### src/rtl/lv_efuse_load_ctrl.sv
// lv_efuse_load_ctrl
// Responder for the LV control unit's efuse load handshake. On a request it
// reads the efuse macro word by word (address setup, then a timed read
// strobe), writes every captured word into the register bank, checks the
// XOR checksum held in the last word and reports the result with a
// one-cycle done pulse. Every output is a register.

module lv_efuse_load_ctrl #(
    parameter int EFUSE_WORD_NUM = 8,
    parameter int EFUSE_DATA_W   = 8,
    parameter int EFUSE_ADDR_W   = 3,
    parameter int RD_SETUP_CYC   = 1,
    parameter int RD_PULSE_CYC   = 4
) (
    input  logic                    i_clk,
    input  logic                    i_rst_n,
    input  logic                    i_efuse_load_req,
    output logic                    o_efuse_load_done,
    output logic                    o_efuse_vld,
    output logic                    o_efuse_busy,
    output logic                    o_efuse_rden,
    output logic [EFUSE_ADDR_W-1:0] o_efuse_addr,
    input  logic [EFUSE_DATA_W-1:0] i_efuse_rdata,
    output logic                    o_efuse_wr_en,
    output logic [EFUSE_ADDR_W-1:0] o_efuse_wr_addr,
    output logic [EFUSE_DATA_W-1:0] o_efuse_wr_data
);

    // Phase counter is shared by SETUP and STRB, so size it for the longer.
    localparam int CNT_MAX = (RD_SETUP_CYC > RD_PULSE_CYC) ? RD_SETUP_CYC : RD_PULSE_CYC;
    localparam int CNT_W   = $clog2(CNT_MAX + 1);

    localparam logic [CNT_W-1:0]        SETUP_LAST = CNT_W'(RD_SETUP_CYC - 1);
    localparam logic [CNT_W-1:0]        PULSE_LAST = CNT_W'(RD_PULSE_CYC - 1);
    localparam logic [EFUSE_ADDR_W-1:0] LAST_IDX   = EFUSE_ADDR_W'(EFUSE_WORD_NUM - 1);

    typedef enum logic [2:0] {
        IDLE,
        SETUP,
        STRB,
        CAPT,
        CHECK,
        DONE
    } state_t;

    state_t                  state;
    logic                    armed;
    logic                    abort;
    logic [CNT_W-1:0]        cnt;
    logic [EFUSE_ADDR_W-1:0] idx;
    logic [EFUSE_DATA_W-1:0] xor_acc;
    logic [EFUSE_DATA_W-1:0] or_acc;

    // A dropped request during the read sequence cancels the load.
    always_comb begin
        abort = 1'b0;
        if (!i_efuse_load_req && (state == SETUP || state == STRB || state == CAPT))
            abort = 1'b1;
    end

    // Armed flag: re-armed by any sampled low request, spent on entering DONE,
    // so a request still high after done cannot start a second load.
    always_ff @(posedge i_clk or negedge i_rst_n) begin
        if (!i_rst_n)
            armed <= 1'b1;
        else if (!i_efuse_load_req)
            armed <= 1'b1;
        else if (state == CHECK)
            armed <= 1'b0;
    end

    // Load sequencer; outputs are assigned on the edge that enters the state
    // they belong to, so they are valid for the whole of that state.
    always_ff @(posedge i_clk or negedge i_rst_n) begin
        if (!i_rst_n) begin
            state             <= IDLE;
            cnt               <= '0;
            idx               <= '0;
            xor_acc           <= '0;
            or_acc            <= '0;
            o_efuse_load_done <= 1'b0;
            o_efuse_vld       <= 1'b0;
            o_efuse_busy      <= 1'b0;
            o_efuse_rden      <= 1'b0;
            o_efuse_addr      <= '0;
            o_efuse_wr_en     <= 1'b0;
            o_efuse_wr_addr   <= '0;
            o_efuse_wr_data   <= '0;
        end else begin
            // NOTE: pulse outputs default low here and are raised only on the
            // entry edge; non-blocking assignment lets the later case branch
            // override this default without ordering hazards.
            o_efuse_wr_en     <= 1'b0;
            o_efuse_load_done <= 1'b0;

            if (abort) begin
                // Words already written stay written; vld was cleared at start.
                state        <= IDLE;
                o_efuse_rden <= 1'b0;
                o_efuse_busy <= 1'b0;
            end else begin
                case (state)
                    IDLE: begin
                        if (i_efuse_load_req && armed) begin
                            state        <= SETUP;
                            cnt          <= '0;
                            idx          <= '0;
                            xor_acc      <= '0;
                            or_acc       <= '0;
                            o_efuse_vld  <= 1'b0;
                            o_efuse_busy <= 1'b1;
                            o_efuse_addr <= '0;
                        end
                    end

                    SETUP: begin
                        if (cnt == SETUP_LAST) begin
                            state        <= STRB;
                            cnt          <= '0;
                            o_efuse_rden <= 1'b1;
                        end else begin
                            cnt <= cnt + CNT_W'(1);
                        end
                    end

                    STRB: begin
                        if (cnt == PULSE_LAST) begin
                            // Capture the data presented during the last strobe cycle.
                            state           <= CAPT;
                            cnt             <= '0;
                            o_efuse_rden    <= 1'b0;
                            o_efuse_wr_en   <= 1'b1;
                            o_efuse_wr_addr <= idx;
                            o_efuse_wr_data <= i_efuse_rdata;
                            or_acc          <= or_acc | i_efuse_rdata;
                            if (idx < LAST_IDX)
                                xor_acc <= xor_acc ^ i_efuse_rdata;
                        end else begin
                            cnt <= cnt + CNT_W'(1);
                        end
                    end

                    CAPT: begin
                        if (idx == LAST_IDX) begin
                            state <= CHECK;
                        end else begin
                            // Address moves only on SETUP entry, never under the strobe.
                            state        <= SETUP;
                            idx          <= idx + EFUSE_ADDR_W'(1);
                            o_efuse_addr <= idx + EFUSE_ADDR_W'(1);
                        end
                    end

                    CHECK: begin
                        // wr_data still holds the checksum word; an all-zero array fails.
                        state             <= DONE;
                        o_efuse_vld       <= (xor_acc == o_efuse_wr_data) && (or_acc != '0);
                        o_efuse_load_done <= 1'b1;
                    end

                    DONE: begin
                        state        <= IDLE;
                        o_efuse_busy <= 1'b0;
                    end

                    default: begin
                        state        <= IDLE;
                        o_efuse_rden <= 1'b0;
                        o_efuse_busy <= 1'b0;
                    end
                endcase
            end
        end
    end

endmodule

### config.mk
export PLATFORM = sky130hd
export DESIGN_NAME = lv_efuse_load_ctrl
export DESIGN_NICKNAME = d
export VERILOG_FILES = /design/src/rtl/lv_efuse_load_ctrl.sv
export SDC_FILE = /design/constraint.sdc
export NUM_CORES = 1
export LEC_CHECK = 0
export BUFFER_PORTS_ARGS = -buffer_cell sky130_fd_sc_hd__buf_2
export CORE_ASPECT_RATIO = 1.4
export CORE_MARGIN = 10
export CORE_UTILIZATION = 45
export DETAILED_ROUTE_END_ITERATION = 8
export GPL_TIMING_DRIVEN = 0
export HOLD_SLACK_MARGIN = 0.03
export MAX_ROUTING_LAYER = met4
export PLACE_DENSITY = 0.7
export SKIP_CTS_REPAIR_TIMING = 1
export SLEW_MARGIN = 25
export SYNTH_ARGS = -nofsm -noshare
export SYNTH_HDL_FRONTEND = slang
export SYNTH_SLANG_ARGS = --single-unit
### constraint.sdc
create_clock -name i_clk -period 1.78 [get_ports i_clk]
set_clock_uncertainty 0.1 [all_clocks]
set_input_delay 0.089 -clock i_clk [delete_from_list [all_inputs] [get_ports i_clk]]
set_output_delay 0.089 -clock i_clk [all_outputs]
set_load 0.05 [all_outputs]
==> reports/metrics.cfg <==
[place]
placement.cell_area_sq_mm = 0.002248
place.port_buffers = 29
gp_congestion = 0.8350
dpl.cell_count = 291
detailed_place_hpwl_um = 3268
place_ws_ps = -455.2

[drt]
wirelength_um = 4775
route.detailed.vias_per_inst = 5.192
average_wire_per_standard_cell_um = 15.06
drt_drc_violations_left = 0
antenna_left = 0
iteration_count_of_the_initial_detailed_routing_pass = 4
num_vias = 1646
drt_iter0_drcs = 160

[synth]
ys_top_cells_by_area = sky130_fd_sc_hd__dfrtp_1 51%, sky130_fd_sc_hd__o21ai_0 5.0%, sky130_fd_sc_hd__a21oi_1 4.7%
yosysTopAreaCellShare_pct = 50.96
yosysMostFrequentCell = sky130_fd_sc_hd__dfrtp_1
synth_top_cells_by_count = 41 x sky130_fd_sc_hd__dfrtp_1, 20 x sky130_fd_sc_hd__o21ai_0, 19 x sky130_fd_sc_hd__a21oi_1
ys_dominant_reg_cell = sky130_fd_sc_hd__dfrtp_1
postSynth.asyncResetShare_pct = 100.0
yosysUniqueCellTypes = 37
post_synth.cell_area_avg_sq_um = 9.966
synthesis.yosys.warnings = 0
ys_seq_area_share_pct = 52.27
synth_edf_count = 0
postSynthNetCount = 219
post-synth-top-area-cell = sky130_fd_sc_hd__dfrtp_1
syn-cell-area_sq_mm = 0.002013
synth.ff_latch_count = 42
syn-instance-count = 202

[clocking]
cts.sink_count = 42
clk_root_buffer_cell = sky130_fd_sc_hd__clkbuf_8
clk_pin_slew_ps = 80
cts_buffer_depth = 2
tritoncts.num_buffers = 5
worst_skew_pair.late_latency_ps = 300
clock_h_tree_levels = 2
cts_tree = done

[die]
io-pin-count = 30
floorplan.initialDensity_pct = 47.10
dieArea_sq_mm = 0.007587
floorplan.core_area_sq_mm = 0.004274
die_x_um = 76.53
core.rowCount = 28
die_h_um = 99.14

[worst_setup_path]
critical_path.n_buffers_inverters = 1
worst_setup_path_end_kind = flop
cell_with_the_most_instances_on_the_worst_path = sky130_fd_sc_hd__ha_4
slowest_delay_ps = 450
setup.worst_path.class = flop to flop
path_cells = ha_4 -> ha_4 -> mux2i_4 -> a2111o_1 -> buf_6 -> or3_4 -> a21oi_2
timing.critical_path.from_type = flop
kind_of_cell_adding_the_most_delay_to_the_critical_path = compound AO/OA/AOI/OAI gates
critical_path_required_ps = 1910
critical_path.max_fanout = 5
worst-endpoint-arrival_ps = 2160
worst_path_max_delay_cell = sky130_fd_sc_hd__a2111o_1

[sta]
setup_violations = 7
worst_slew_margin_pct = 38.31
layout_setup_ws_ps = -254.8
whs_ps = 145.4
maxClockFrequency_ghz = 0.4914
timing.final.hold_violations = 0
period_minus_slack_ps = 2035
worst_slew_pin_slew_ps = 925.4
grt_setup_unrepaired = yes
final.setup.tns_ps = -1417
final.period_utilization_pct = 114.3
finalMaxSlewViolations = 0

[final_layout]
final_layout_size_suffix_gt1_share_pct = 32.68
area.growth.synth_to_final_pct = 29.27
fillerInstances = 393
insertedDiodeCount = 0
design_area_sq_mm = 0.002603
final_nets = 273
post_layout_nonfiller_instances = 317
utilization_pct = 60.89

[pwr]
fin_total_pwr_mw = 3.444
ir_worst_vdd_v = 0.0008677
power_per_cell_area_mw_per_mm2 = 1323
p_leak_nw = 1.283

[global_routing]
grt_pass1_vias = 1633
grt_start_max_net_pins = 43
grt_overflow = 0
grt_antenna_before_repair = 0
grt_first_pass_wirelength_um = 7527
grt_use_total_pct = 12.35

[run_status]
violations = setup timing
run_status = complete, but fails checks

[run]
max_cap_viols = 0

[worst_hold_path]
hold_path.class = input pin to flop

==> state kept, by name, indices dropped and copies added (netlist names) <==
signal             flops
xor_acc                8
o_efuse_rden           1
idx                    3
o_efuse_load_done      1
o_efuse_wr_addr        3
o_efuse_wr_data        8
cnt                    3
o_efuse_busy           1
state                  3
o_efuse_vld            1
o_efuse_wr_en          1
or_acc                 8
armed                  1
==> worst paths after layout <==
kind	cells after the start	to	start	slack (ps)
max	7	xor_acc[4]	cnt[1]	-250
max reg2reg	7	xor_acc[4]	cnt[1]	-250
min reg2reg	2	o_efuse_busy	o_efuse_busy	400
min	4	o_efuse_vld	i_efuse_load_req	150
min in group asynchronous	2	o_efuse_wr_addr[0]	i_rst_n	370
max in group asynchronous	2	state[1]	i_rst_n	590
==> tightest hold or removal path: stages <==
cell	delay (ps)
sky130_fd_sc_hd__buf_2	120
sky130_fd_sc_hd__a21oi_1	130
sky130_fd_sc_hd__o21ai_0	90
sky130_fd_sc_hd__o21ai_0	80
==> routing by layer <==
layer,vias up,track usage [%],part of all wire [%]
met5,-,-,0
li1,801,-,-
met4,0,4.448,1.8
met1,802,13.57,42
met2,35,20.93,52
met3,8,3.514,4.6
==> cells by family (layout without fill, tap and decap cells) <==
family / Yosys count / after routing / synth area share [%]
buffers and inverters: 24 / 79 / 4.785
muxes: 9 / 9 / 4.910
DFF: 42 / 42 / 52.27
AOI/OAI and AO/OA: 51 / 51 / 14.48
adders and majority gates: 6 / 6 / 3.729
xor gates and xnor gates: 8 / 8 / 3.481
and+or+nand+nor: 62 / 62 / 16.35
==> area by class of cell <==
class / count / area, sq um / area share, %
plain buffers: 7 / 46.29 / 1.779
clock buffers: 7 / 86.33 / 3.317
clock inverters: 1 / 5.005 / 0.1923
inverters: 15 / 56.30 / 2.163
multi-input cells: 136 / 949.7 / 36.49
flip-flops and latches: 42 / 1057 / 40.62
well taps: 60 / 75.07 / 2.885
repair buffers: 49 / 326.6 / 12.55
==> where the power goes <==
part / switching, mW / internal (mW) / total [mW]
clock network: 0.324 / 0.313 / 0.637
logic: 0.755 / 0.591 / 1.35
registers: 0.238 / 1.22 / 1.46
==> layout by cell type (no fill, tap or decap), types with 2 or more instances in the layout <==
| master | instances |
|---|---|
| sky130_fd_sc_hd__buf_6 | 2 |
| sky130_fd_sc_hd__nor3b_1 | 5 |
| sky130_fd_sc_hd__xor2_1 | 5 |
| sky130_fd_sc_hd__nor2b_1 | 2 |
| sky130_fd_sc_hd__ha_4 | 2 |
| sky130_fd_sc_hd__a31o_2 | 2 |
| sky130_fd_sc_hd__nand4_1 | 2 |
| sky130_fd_sc_hd__dfrtp_1 | 37 |
| sky130_fd_sc_hd__buf_4 | 8 |
| sky130_fd_sc_hd__nor3_1 | 2 |
| sky130_fd_sc_hd__ha_1 | 3 |
| sky130_fd_sc_hd__o211ai_1 | 2 |
| sky130_fd_sc_hd__nor2_1 | 10 |
| sky130_fd_sc_hd__a21oi_2 | 2 |
| sky130_fd_sc_hd__clkbuf_8 | 6 |
| sky130_fd_sc_hd__nand2_1 | 17 |
| sky130_fd_sc_hd__clkbuf_4 | 2 |
| sky130_fd_sc_hd__a21oi_1 | 17 |
| sky130_fd_sc_hd__a31oi_1 | 2 |
| sky130_fd_sc_hd__xnor2_1 | 3 |
| sky130_fd_sc_hd__nand2b_1 | 3 |
| sky130_fd_sc_hd__or3_1 | 5 |
| sky130_fd_sc_hd__mux2_2 | 7 |
| sky130_fd_sc_hd__nor2_2 | 2 |
| sky130_fd_sc_hd__dlygate4sd3_1 | 11 |
| sky130_fd_sc_hd__dfrtp_2 | 4 |
| sky130_fd_sc_hd__o21ai_0 | 19 |
| sky130_fd_sc_hd__nor4_1 | 3 |
| sky130_fd_sc_hd__inv_1 | 14 |
| sky130_fd_sc_hd__buf_2 | 32 |
(Power assumes the default switching activity.)
